**config.mk**
```make
export PLATFORM = sky130hd
export DESIGN_NAME = hazard_stall_ctrl
export DESIGN_NICKNAME = d
export VERILOG_FILES = /design/src/rtl/hazard_stall_ctrl.sv
export SDC_FILE = /design/constraint.sdc
export NUM_CORES = 1
export LEC_CHECK = 0
export CAP_MARGIN = 30
export CORE_MARGIN = 5
export CORE_UTILIZATION = 40
export CTS_BUF_LIST = sky130_fd_sc_hd__clkbuf_4 sky130_fd_sc_hd__clkbuf_8
export CTS_CLUSTER_DIAMETER = 150
export DETAILED_ROUTE_END_ITERATION = 8
export GPL_TIMING_DRIVEN = 0
export PLACE_DENSITY = 0.71
export SLEW_MARGIN = 30
export SYNTH_ARGS = -nofsm -noshare
export SYNTH_HDL_FRONTEND = slang
export SYNTH_SLANG_ARGS = --single-unit
```
**constraint.sdc**
```tcl
create_clock -name clk -period 6.95 [get_ports clk]
set_clock_uncertainty 0.05 [all_clocks]
set_input_delay 1.39 -clock clk [delete_from_list [all_inputs] [get_ports clk]]
set_output_delay 1.39 -clock clk [all_outputs]
set_load 0.02 [all_outputs]
```
**src/rtl/hazard_stall_ctrl.sv**
```systemverilog
// rtl/hazard_stall_ctrl.sv - decode-stage hazard, divide sequencing and flush control
module hazard_stall_ctrl #(
    parameter int DIV_CYCLES = 32,
    parameter int CNT_W      = 6
) (
    input  logic        clk,
    input  logic        rst,
    input  logic        id_valid_i,
    input  logic [4:0]  id_rs1_addr_i,
    input  logic [4:0]  id_rs2_addr_i,
    input  logic        id_uses_rs1_i,
    input  logic        id_uses_rs2_i,
    input  logic        ex_valid_i,
    input  logic        ex_mem_read_i,
    input  logic [4:0]  ex_rd_addr_i,
    input  logic        ex_is_div_i,
    input  logic        ex_redirect_i,
    output logic        pc_stall_o,
    output logic        ifid_stall_o,
    output logic        ifid_flush_o,
    output logic        idex_stall_o,
    output logic        idex_flush_o,
    output logic        exmem_bubble_o,
    output logic        div_start_o,
    output logic        div_busy_o,
    output logic        div_done_o,
    output logic [31:0] stall_cycles_o
);

    typedef enum logic [1:0] {IDLE, DIV_RUN, DIV_DONE} state_t;

    state_t           state, state_nxt;
    logic [CNT_W-1:0] div_cnt, div_cnt_nxt;
    logic             div_hit;
    logic             load_use;

    assign div_hit  = (state == IDLE) && ex_valid_i && ex_is_div_i;
    assign load_use = ex_valid_i && ex_mem_read_i && (ex_rd_addr_i != 5'd0) && id_valid_i &&
                      ((id_uses_rs1_i && (id_rs1_addr_i == ex_rd_addr_i)) ||
                       (id_uses_rs2_i && (id_rs2_addr_i == ex_rd_addr_i)));

    always_ff @(posedge clk) begin
        if (rst) begin
            state          <= IDLE;
            div_cnt        <= '0;
            stall_cycles_o <= '0;
        end else begin
            state   <= state_nxt;
            div_cnt <= div_cnt_nxt;
            if (pc_stall_o && (stall_cycles_o != 32'hFFFF_FFFF))
                stall_cycles_o <= stall_cycles_o + 32'd1;
        end
    end

    always_comb begin
        state_nxt      = state;
        div_cnt_nxt    = div_cnt;
        pc_stall_o     = 1'b0;
        ifid_stall_o   = 1'b0;
        ifid_flush_o   = 1'b0;
        idex_stall_o   = 1'b0;
        idex_flush_o   = 1'b0;
        exmem_bubble_o = 1'b0;
        div_start_o    = 1'b0;
        div_busy_o     = 1'b0;
        div_done_o     = 1'b0;

        if (rst) begin
            state_nxt   = IDLE;
            div_cnt_nxt = '0;
        end else if (div_hit || (state == DIV_RUN)) begin
            // The divider owns the pipeline: hold everything upstream, bubble downstream.
            pc_stall_o     = 1'b1;
            ifid_stall_o   = 1'b1;
            idex_stall_o   = 1'b1;
            exmem_bubble_o = 1'b1;
            if (div_hit) begin
                div_start_o = 1'b1;
                div_cnt_nxt = CNT_W'(DIV_CYCLES - 1);
                state_nxt   = DIV_RUN;
            end else begin
                div_busy_o = 1'b1;
                if (div_cnt == CNT_W'(1))
                    state_nxt = DIV_DONE;
                else
                    div_cnt_nxt = div_cnt - CNT_W'(1);
            end
        end else begin
            if (state == DIV_DONE) begin
                div_done_o = 1'b1;
                state_nxt  = IDLE;
            end
            // A redirect beats load-use: the stalled ID instruction is on the wrong path.
            if (ex_redirect_i) begin
                ifid_flush_o = 1'b1;
                idex_flush_o = 1'b1;
            end else if (load_use) begin
                pc_stall_o   = 1'b1;
                ifid_stall_o = 1'b1;
                idex_flush_o = 1'b1;
            end
        end
    end

endmodule

```
==> flow_summary_export.csv <==
group,metric,value,unit
yosys,mappedNetlistArea,2340,µm²
die,start_util,41.7,%
route,antenna_left,0,
finish,final-instance-count-excl-fill,413,
critical_path,startpoint,"ex_rd_addr_i[2]",
die,num_rows,27,
clock_tree,post_cts_buffers,0,
finish,antennaDiodeCount,0,
route,vias_per_cell,5.77,
yosys,yosysWarnings,0,
yosys,async_flop_share,0,%
critical_path,crit_family,"buffers and inverters",
global_route,grt_pass1_wl,11000,µm
critical_path,path_max_fanout,10,
critical_path,crit_top_cell,"clkdlybuf4s50_1",
critical_path,cp.buffers_inverters,5,
clock_tree,cts.path.max_buffers,2,
route,route.vias.total,2385,
critical_path,critPathCaptureType,"output port",
status,status,"finished clean",
place,dp_cells,405,
finish,area_delta_synth_final,35.2,%
sta,fin_crit_sh,78.5,%
sta,final.setup.tns,0,ns
global_route,antenna_found_initial,0,
place,port_buffers,64,
yosys,netlist_instances,269,
yosys,ys.flop_type,"dfxtp_1",
sta,max_freq,0.183,GHz
sta,worst_hold_slack,0.452,ns
hold_path,hold_path_class,"flip-flop to flip-flop",
critical_path,crit_path_start_kind,"input port",
clock_tree,cts_max_level,2,
yosys,synth.distinct_cells,46,
yosys,synth_area_per_cell,8.69,µm²
critical_path,critPathKind,"input port to output port",
global_route,overflow,0,
yosys,syn_nets,296,
sta,rsz0062_at_grt,"no",
route,dr.pass1.iters,4,
yosys,synthTopCellsByArea,"dfxtp_1 (34%), a21oi_1 (7.1%), or4_1 (7.1%), o31ai_1 (6.7%), xnor2_1 (4.1%)",
sta,slew_headroom,62.6,%
finish,fill_cells,549,
die,core_area,5610,µm²
sta,period_needed,5.45,ns
die,io_pins,65,
die,die_x,86.4,µm
finish,final_nets,367,
clock_tree,post_cts_resized,0,
yosys,yosysSeqAreaShare,34.3,%
global_route,grt_max_degree,13,
finish,design_area,3160,µm²
critical_path,crit_chain,"clkdlybuf4s50_1 > or4_1 > o2111ai_2 > nor3_2 > a21oi_4 > buf_6 > inv_1 > buf_4 > clkdlybuf4s50_1",
route,drtIter0Drc,240,
die,die_area,7470,µm²
sta,setup_violations,0,
clock_tree,cts_buffers,5,
power,ir_drop,100,µV
yosys,synth_top_area_share,34.3,%
clock_tree,hold_buffers,0,
power,power.density,152,nW/µm²
route,routedWlPerCell,15.9,µm
finish,final_util,56.4,%
critical_path,crit_slowest_cell,"or4_1",
route,wirelength,6560,µm
place,place_area,3070,µm²
hold_path,hold_start,"stall_cycles_o[9]",
clock_tree,root_buffer,"clkbuf_8",
yosys,synth_edf_count,0,
critical_path,critPathRequiredTime,5.51,ns
yosys,ys_ff_latch,40,
critical_path,max_stage_delay,0.56,ns
flow_run,drv_cap,0,
route,drcViolationCount,0,
place,place.gp.congestion,0.800,
clock_tree,cts_tree,"built",
critical_path,reg2reg_from,"stall_cycles_o[15]",
die,chipHeight,86.4,µm
global_route,grtUsageTotal,18.1,%
sta,tightest_slew,0.557,ns
yosys,synth_top_area_cell,"dfxtp_1",
clock_tree,clkTransAtPathRegs,0.08,ns
finish,layout_common_cells,"clkdlybuf4s50_1 (64), dfxtp_1 (40), a21oi_1 (33), or4_1 (22), o31ai_1 (21)",
power,p_leak,0.00102,µW
clock_tree,cts.sink_count,40,
critical_path,critPathArrivalTime,4.01,ns
global_route,grt_pass1_vias,2276,
finish,drive_gt1_share,9.68,%
clock_tree,clock_latency,0.29,ns
place,hpwl,4780,µm
sta,final_max_slew_viol_count,0,
finish,final_common_cell,"clkdlybuf4s50_1",
sta,hold_viol,0,
[final timing paths]
check / to / slack [ns] / depth (start not counted)
worst min-delay path: stall_cycles_o[9] / 0.45 / 2
worst min register to register: stall_cycles_o[9] / 0.45 / 2
worst max-delay path: pc_stall_o / 1.50 / 9
worst max register to register: stall_cycles_o[1] / 4.72 / 8
[stage by stage]
step / setup slack [ns] / power [µW]
final: 1.50 / 479
after global routing: 1.35 / 507
after CTS: 1.46 / 487
after detailed placement: 1.46 / 324
after global placement: 1.46 / 322
after floorplan: 2.65 / 289
[cells by family (layout without fill, tap and decap cells)]
kind of cell	after synthesis	count (layout)	share of synthesized area, %
AND/OR/NAND/NOR	105	105	28.6
AO/OA/AOI/OAI	78	78	22.2
flip-flops	40	40	34.3
buffers and inverters	27	99	7.01
XOR/XNOR	15	15	5.62
adder cells (fa/ha/maj)	3	3	1.61
multiplexers	1	1	0.642
[cells in the mapped netlist, types with 3 or more instances]
cell,number
dfxtp_1,40
buf_6,6
o41ai_1,7
nor2_1,9
buf_2,4
ha_1,3
inv_1,9
nor3_1,4
nand3_1,19
nor2b_1,3
o31ai_1,21
xnor2_1,11
and4_1,3
nand2_1,13
clkbuf_1,4
a21oi_1,33
o311ai_0,4
o21ai_1,3
and3_1,7
buf_4,3
nand4_1,8
xor2_1,4
or4_1,22
[report_power, final]
| group | leakage [µW] | switching (µW) | internal, µW | total (µW) |
|---|---|---|---|---|
| combinational | 0.000643 | 40.3 | 38.2 | 78.6 |
| clock | 0.0000510 | 82.1 | 79.3 | 161 |
| sequential | 0.000324 | 5.10 | 234 | 239 |
[per-layer routing]
layer | vias to the layer above | GRT usage [%] | share of wire (%)
met5 | - | 0 | 0
met4 | 0 | 6.09 | 1.1
met2 | 79 | 28.0 | 45
li1 | 1190 | - | -
met3 | 8 | 4.94 | 7.2
met1 | 1108 | 24.3 | 47
[cell type report]
cell class | instances | area (µm²) | share of cell area [%]
Timing Repair Buffer | 64 | 641 | 20.3
Buffer | 18 | 130 | 4.12
Tap cell | 72 | 90.1 | 2.85
Clock inverter | 2 | 10.0 | 0.317
Clock buffer | 6 | 82.6 | 2.61
Inverter | 9 | 33.8 | 1.07
Sequential cell | 40 | 801 | 25.3
Multi-Input combinational cell | 202 | 1370 | 43.4
[worst min-delay path, stage by stage (launching register included)]
cell	delay [ns]
dfxtp_1	0.33
o31ai_1	0.07
a21oi_1	0.06
[flip-flops by register name (all words and copies together) (netlist names)]
name / cells
state: 2
div_cnt: 6
stall_cycles_o: 32
No activity file was read; power rests on OpenSTA's default activity.
